File: src/rtl/vga_pkg.sv
// Shared types and constants for the VGA raster generator:
// axis timing struct, 640x480@60 defaults, FSM states and colour-bar table.
package vga_pkg;

    typedef struct packed {
        logic [15:0] active;
        logic [15:0] fp;
        logic [15:0] sync;
        logic [15:0] bp;
    } vga_timing_t;

    localparam vga_timing_t VGA_640X480_H = '{active: 16'd640, fp: 16'd16, sync: 16'd96, bp: 16'd48};
    localparam vga_timing_t VGA_640X480_V = '{active: 16'd480, fp: 16'd10, sync: 16'd2, bp: 16'd33};
    localparam int          VGA_DEF_CLK_DIV = 2;

    typedef enum logic [1:0] {
        IDLE,
        RUN,
        DRAIN
    } vga_state_t;

    // Left-to-right bar colours, packed as {R, G, B}
    localparam logic [0:7][23:0] COLOUR_BARS = '{
        24'hFFFFFF, 24'hFFFF00, 24'h00FFFF, 24'h00FF00,
        24'hFF00FF, 24'hFF0000, 24'h0000FF, 24'h000000
    };

endpackage

File: src/rtl/vga_axis_counter.sv
// One raster axis: position counter with active-region and sync-window decode.
// Latency: counter updates on the edge where adv is high; decodes are combinational.
// Backpressure: none; advances only when adv is asserted.
module vga_axis_counter #(
    parameter int ACTIVE = 640,
    parameter int FP     = 16,
    parameter int SYNC_W = 96,
    parameter int BP     = 48,
    parameter int W      = $clog2(ACTIVE + FP + SYNC_W + BP)
) (
    input  logic         clk50,
    input  logic         rst_n,
    input  logic         adv,
    output logic [W-1:0] cnt,
    output logic         at_last,
    output logic         in_active,
    output logic         in_sync
);
    localparam int           TOTAL      = ACTIVE + FP + SYNC_W + BP;
    localparam int           SYNC_START = ACTIVE + FP;
    localparam int           SYNC_END   = ACTIVE + FP + SYNC_W;
    localparam logic [W-1:0] LAST       = W'(TOTAL - 1);

    assign at_last   = (cnt == LAST);
    assign in_active = (int'(cnt) < ACTIVE);
    assign in_sync   = (int'(cnt) >= SYNC_START) && (int'(cnt) < SYNC_END);

    always_ff @(posedge clk50 or negedge rst_n) begin
        if (!rst_n) begin
            cnt <= '0;
        end else if (adv) begin
            cnt <= at_last ? '0 : cnt + 1'b1;
        end
    end

endmodule

File: src/rtl/vga_timing_gen.sv
// VGA raster timing generator: syncs, blanking, coordinates, strobes; VGA_TEST_PATTERN_EN adds R/G/B bars.
// Latency: outputs registered on the clk50 edge after each pixel tick, held for CLK_DIV cycles.
// Backpressure: none; free-running once enabled, ENABLE low stops only after the current frame.
module vga_timing_gen
    import vga_pkg::*;
#(
    parameter int H_ACTIVE  = int'(VGA_640X480_H.active),
    parameter int H_FP      = int'(VGA_640X480_H.fp),
    parameter int H_SYNC_W  = int'(VGA_640X480_H.sync),
    parameter int H_BP      = int'(VGA_640X480_H.bp),
    parameter int V_ACTIVE  = int'(VGA_640X480_V.active),
    parameter int V_FP      = int'(VGA_640X480_V.fp),
    parameter int V_SYNC_W  = int'(VGA_640X480_V.sync),
    parameter int V_BP      = int'(VGA_640X480_V.bp),
    parameter bit HSYNC_POL = 1'b0,
    parameter bit VSYNC_POL = 1'b0,
    parameter int CLK_DIV   = VGA_DEF_CLK_DIV,
    localparam int H_TOTAL  = H_ACTIVE + H_FP + H_SYNC_W + H_BP,
    localparam int V_TOTAL  = V_ACTIVE + V_FP + V_SYNC_W + V_BP,
    localparam int XW       = $clog2(H_TOTAL),
    localparam int YW       = $clog2(V_TOTAL)
) (
    input  logic          clk50,
    input  logic          N_RESET,
    input  logic          ENABLE,
    output logic          VGA_CLOCK,
    output logic          PIX_TICK,
    output logic          H_SYNC,
    output logic          V_SYNC,
    output logic          N_SYNC,
    output logic          N_BLANK,
    output logic          DISP_EN,
    output logic [XW-1:0] XPOS,
    output logic [YW-1:0] YPOS,
`ifdef VGA_TEST_PATTERN_EN
    output logic [7:0]    R,
    output logic [7:0]    G,
    output logic [7:0]    B,
`endif
    output logic          LINE_START,
    output logic          FRAME_START
);
    localparam int            DW       = $clog2(CLK_DIV);
    localparam logic [DW-1:0] DIV_LAST = DW'(CLK_DIV - 1);
    localparam logic [DW-1:0] DIV_HALF = DW'(CLK_DIV / 2);

    if (CLK_DIV < 2 || (CLK_DIV % 2) != 0) begin : g_bad_clk_div
        $error("vga_timing_gen: CLK_DIV must be even and >= 2");
    end

    logic [DW-1:0] divcnt;
    logic [DW-1:0] divcnt_nxt;
    logic          tick;

    assign tick       = (divcnt == DIV_LAST);
    assign divcnt_nxt = tick ? '0 : divcnt + 1'b1;

    // VGA_CLOCK follows the next divider phase so its rising edge lands mid-pixel
    always_ff @(posedge clk50 or negedge N_RESET) begin
        if (!N_RESET) begin
            divcnt    <= '0;
            PIX_TICK  <= 1'b0;
            VGA_CLOCK <= 1'b0;
        end else begin
            divcnt    <= divcnt_nxt;
            PIX_TICK  <= tick;
            VGA_CLOCK <= (divcnt_nxt >= DIV_HALF);
        end
    end

    logic [XW-1:0] hc;
    logic [YW-1:0] vc;
    logic          h_last, h_act, h_sync_win;
    logic          v_last, v_act, v_sync_win;
    logic          emit;
    logic          disp;

    vga_axis_counter #(
        .ACTIVE (H_ACTIVE),
        .FP     (H_FP),
        .SYNC_W (H_SYNC_W),
        .BP     (H_BP),
        .W      (XW)
    ) u_h_axis (
        .clk50     (clk50),
        .rst_n     (N_RESET),
        .adv       (emit),
        .cnt       (hc),
        .at_last   (h_last),
        .in_active (h_act),
        .in_sync   (h_sync_win)
    );

    vga_axis_counter #(
        .ACTIVE (V_ACTIVE),
        .FP     (V_FP),
        .SYNC_W (V_SYNC_W),
        .BP     (V_BP),
        .W      (YW)
    ) u_v_axis (
        .clk50     (clk50),
        .rst_n     (N_RESET),
        .adv       (emit && h_last),
        .cnt       (vc),
        .at_last   (v_last),
        .in_active (v_act),
        .in_sync   (v_sync_win)
    );

    vga_state_t state, state_nxt;

    always_ff @(posedge clk50 or negedge N_RESET) begin
        if (!N_RESET) begin
            state <= IDLE;
        end else begin
            state <= state_nxt;
        end
    end

    // emit marks a tick that outputs a raster position; counters advance with it
    always_comb begin
        state_nxt = state;
        emit      = 1'b0;
        case (state)
            IDLE: begin
                if (tick && ENABLE) begin
                    state_nxt = RUN;
                    emit      = 1'b1;
                end
            end
            RUN: begin
                emit = tick;
                if (!ENABLE) state_nxt = DRAIN;
            end
            DRAIN: begin
                emit = tick;
                if (ENABLE) state_nxt = RUN;
                else if (tick && h_last && v_last) state_nxt = IDLE;
            end
            default: state_nxt = IDLE;
        endcase
    end

    assign disp   = emit && h_act && v_act;
    assign N_SYNC = 1'b0;
    assign N_BLANK = DISP_EN;

`ifdef VGA_TEST_PATTERN_EN
    localparam int BAR_W = (H_ACTIVE / 8 > 0) ? H_ACTIVE / 8 : 1;
    int         bar_q;
    logic [2:0] bar_idx;

    assign bar_q   = int'(hc) / BAR_W;
    assign bar_idx = (bar_q > 7) ? 3'd7 : bar_q[2:0];

    always_ff @(posedge clk50 or negedge N_RESET) begin
        if (!N_RESET) begin
            {R, G, B} <= 24'h0;
        end else if (tick) begin
            {R, G, B} <= disp ? COLOUR_BARS[bar_idx] : 24'h0;
        end
    end
`endif

    always_ff @(posedge clk50 or negedge N_RESET) begin
        if (!N_RESET) begin
            H_SYNC      <= ~HSYNC_POL;
            V_SYNC      <= ~VSYNC_POL;
            DISP_EN     <= 1'b0;
            XPOS        <= '0;
            YPOS        <= '0;
            LINE_START  <= 1'b0;
            FRAME_START <= 1'b0;
        end else begin
            LINE_START  <= 1'b0;
            FRAME_START <= 1'b0;
            if (tick) begin
                H_SYNC      <= (emit && h_sync_win) ? HSYNC_POL : ~HSYNC_POL;
                V_SYNC      <= (emit && v_sync_win) ? VSYNC_POL : ~VSYNC_POL;
                DISP_EN     <= disp;
                XPOS        <= disp ? hc : '0;
                YPOS        <= disp ? vc : '0;
                LINE_START  <= emit && (hc == '0);
                FRAME_START <= emit && (hc == '0) && (vc == '0);
            end
        end
    end

endmodule
File: config.mk
export PLATFORM = sky130hd
export DESIGN_NAME = vga_timing_gen
export DESIGN_NICKNAME = d
export VERILOG_FILES = /design/src/rtl/vga_pkg.sv /design/src/rtl/vga_axis_counter.sv /design/src/rtl/vga_timing_gen.sv
export SDC_FILE = /design/constraint.sdc
export NUM_CORES = 1
export LEC_CHECK = 0
export BUFFER_PORTS_ARGS = -buffer_cell sky130_fd_sc_hd__buf_2
export CAP_MARGIN = 10
export CORE_ASPECT_RATIO = 0.75
export CORE_UTILIZATION = 25
export CTS_CLUSTER_DIAMETER = 60
export DETAILED_ROUTE_END_ITERATION = 12
export PLACE_DENSITY_LB_ADDON = 0.08
export SETUP_SLACK_MARGIN = 0.05
export SYNTH_ARGS = -nofsm -noshare
export SYNTH_HDL_FRONTEND = slang
export SYNTH_HIERARCHICAL = 1
export SYNTH_SLANG_ARGS = --single-unit
File: constraint.sdc
create_clock -name clk50 -period 4.47 [get_ports clk50]
set_input_delay 1.341 -clock clk50 [delete_from_list [all_inputs] [get_ports clk50]]
set_output_delay 1.341 -clock clk50 [all_outputs]
set_load 0.01 [all_outputs]
==> flow_metrics.env <==
export IMPL_power_per_cell_area_mw_per_mm2=520
export IMPL_worstSetupStartpointType="input port"
export IMPL_netlist_area_before_placement_mm2=0.00230
export IMPL_worstMarginPinSlew_ns=0.874
export IMPL_dieHeight_um=85.1
export IMPL_fin_skew_ns=0.00739
export IMPL_timing_critical_path_cells="buf_2 > a21o_1 > and2_1 > inv_1 > nor4_1 > a21oi_1"
export IMPL_ys_warnings_count=6
export IMPL_post_route_cell_area_mm2=0.00269
export IMPL_grt_first_pass_wirelength_um=9270
export IMPL_synth_top_area_share_pct=51.1
export IMPL_antenna_diode_count=0
export IMPL_maxSlewViolCount=0
export IMPL_area_growth_synth_to_final_pct=16.8
export IMPL_cts_root_buf="clkbuf_16"
export IMPL_wl_per_cell_um=16.1
export IMPL_gp_congestion=0.751
export IMPL_post_route_drc_count=0
export IMPL_number_of_enable_flip_flop_cells_after_synthesis=0
export IMPL_grt_start_max_net_pins=35
export IMPL_post_route_cells_drive_above_1_share_pct=21.1
export IMPL_netlist_top_cells_area="dfrtp_1 51%, a22o_1 7.6%, ha_1 4.9%"
export IMPL_post_cts_resized_instances=0
export IMPL_htree_num_levels=2
export IMPL_grt_overflow_total=0
export IMPL_synth_ff_type="dfrtp_1"
export IMPL_hp_class="reg2reg"
export IMPL_globalRouteTotalUtil_pct=12.6
export IMPL_status="complete, no violations"
export IMPL_antenna_found_initial=0
export IMPL_post_place_ws_ns=1.49
export IMPL_path_clk_slew_ns=0.07
export IMPL_rsz0062_at_grt="no"
export IMPL_cp_max_fo=10
export IMPL_hold_violations=0
export IMPL_floorplan_die_area_mm2=0.00960
export IMPL_final_fill_count=916
export IMPL_critical_path_slowest_cell="nor4_1"
export IMPL_synthDominantAreaCellType="dfrtp_1"
export IMPL_post_cts_setup_buffer_count=0
export IMPL_post_synth_cell_area_avg_um2=11.1
export IMPL_timing_critical_path_slowest_cell_delay_ns=0.62
export IMPL_drt_first_iter_violations=134
export IMPL_ant_nets=0
export IMPL_slew_limit_headroom_pct=41.7
export IMPL_wl_um=5560
export IMPL_cellLeakagePower_nw=1.27
export IMPL_overall_via_count_from_detail_route=1669
export IMPL_fin_nets=248
export IMPL_placed_cell_area_mm2=0.00254
export IMPL_vdd_ir_drop_worst_v=0.000251
export IMPL_cts_made_buffers=5
export IMPL_min_period_ns=2.75
export IMPL_mappedNetlistNets=219
export IMPL_tritoncts_num_sinks=49
export IMPL_die_width_um=113
export IMPL_starting_density_of_the_core_pct=26.4
export IMPL_maxCapViolations=0
export IMPL_synthesis_instances=207
export IMPL_postLayoutSetupSlackWorst_ns=1.72
export IMPL_worst_endpoint_required_ns=4.61
export IMPL_drtPass1Iterations=4
export IMPL_final_period_utilization_pct=61.5
export IMPL_detailedPlacementHpwl_um=3870
export IMPL_ys_async_sr_fraction_pct=100
export IMPL_ctsLongestPathBuffers=2
export IMPL_synth_commonest_cells="47 x dfrtp_1, 20 x a22o_1, 14 x nand2_1, 10 x inv_1, 9 x ha_1"
export IMPL_fp_coreArea_mm2=0.00871
export IMPL_timing_setup_critical_path_class="in2reg"
export IMPL_synthDistinctLibCells=45
export IMPL_cp_end_kind="flip-flop"
export IMPL_io_pin_count=32
export IMPL_synth_seq_cells=49
export IMPL_row_count=29
export IMPL_insertion_delay_ns=0.29
export IMPL_grt_pass1_vias=1678
export IMPL_viasPerCell=4.84
export IMPL_setup_total_negative_slack_ns=0
export IMPL_synth_most_common_cell="dfrtp_1"
export IMPL_report_final_setup_viol=0
export IMPL_cts_tree="done"
export IMPL_fmax_mhz=364
export IMPL_worst_ep_arrival_time_ns=2.88
export IMPL_synth_seq_area_share_pct=53.4
export IMPL_cts_hold_repair_buffers=0
export IMPL_portBuffers=30
metrics by stage:
step           power (mW)  cells  util [%]  hold WS, ns
2_1_floorplan       0.901    207         -        0.491
5_1_grt              1.50    345      30.9        0.509
6_report             1.40    345      30.9        0.492
3_5_place_dp         1.03    337      29.2        0.478
4_1_cts              1.42    345      30.9        0.495
3_3_place_gp         1.03    337      29.2        0.480
power by group:
| group | switching [mW] | internal [mW] |
|---|---|---|
| combinational | 0.248 | 0.164 |
| clock | 0.171 | 0.209 |
| sequential | 0.0904 | 0.517 |
| total | 0.509 | 0.890 |
routing by layer:
layer  vias to the layer above  part of all wire (%)  track usage (%)
li1                        823                     -                -
met1                       791                    54             19.6
met2                        53                    39             16.6
met3                         2                   5.7             3.64
met4                         0                  0.59             2.91
met5                         -                     0                0
flip-flops by register name, summed over array words and instances, names as in the netlist, 2 cells and up:
signal	count
YPOS	10
XPOS	10
u_v_axis/cnt	10
state	2
u_h_axis/cnt	10
critical path, delay by kind of cell:
family / cells / cell delay (ns)
compound gates: 2 / 0.29
buf+inv: 2 / 0.26
simple gates: 2 / 0.99
kinds of logic after synthesis:
family / after synthesis / synth area share [%]
flip-flops: 49 / 53.4
adder cells (fa/ha/maj): 9 / 4.89
XOR/XNOR: 9 / 3.42
multiplexers: 2 / 0.978
AO/OA/AOI/OAI: 46 / 14.8
AND/OR/NAND/NOR: 72 / 18.4
buffers and inverters: 19 / 3.97
other: 1 / 0.163
path summary, 6_finish.rpt:
check | from | end | slack (ns) | cells after the start
setup / recovery | ENABLE | u_h_axis/cnt[5] | 1.72 | 6
setup reg to reg | u_h_axis/cnt[1] | u_v_axis/cnt[9] | 1.79 | 7
hold / removal | V_SYNC | V_SYNC | 0.49 | 2
min in group asynchronous | N_RESET | YPOS[4] | 1.14 | 1
hold reg to reg | V_SYNC | V_SYNC | 0.49 | 2
max in group asynchronous | N_RESET | H_SYNC | 2.53 | 2
area by class of cell:
class                           instances  area (um^2)  share of cell area (%)
Clock inverter                          3         22.5                   0.838
Sequential cell                        49         1230                    45.7
Timing Repair Buffer                   31          158                    5.86
Clock buffer                            5          125                    4.65
Multi-Input combinational cell        139          982                    36.5
Tap cell                              108          135                    5.03
Inverter                               10         37.5                    1.40
layout by cell type (no fill, tap or decap), drive strengths merged, types with 7 or more instances in the layout:
master	Yosys	layout
buf	7	31
o21ai	8	8
nand3	9	9
nand2	14	14
ha	9	9
nor4	7	7
a21oi	8	8
dfrtp	47	47
nor2	8	8
inv	10	10
a22o	20	20
nor3	9	9
(Power assumes the default switching activity.)
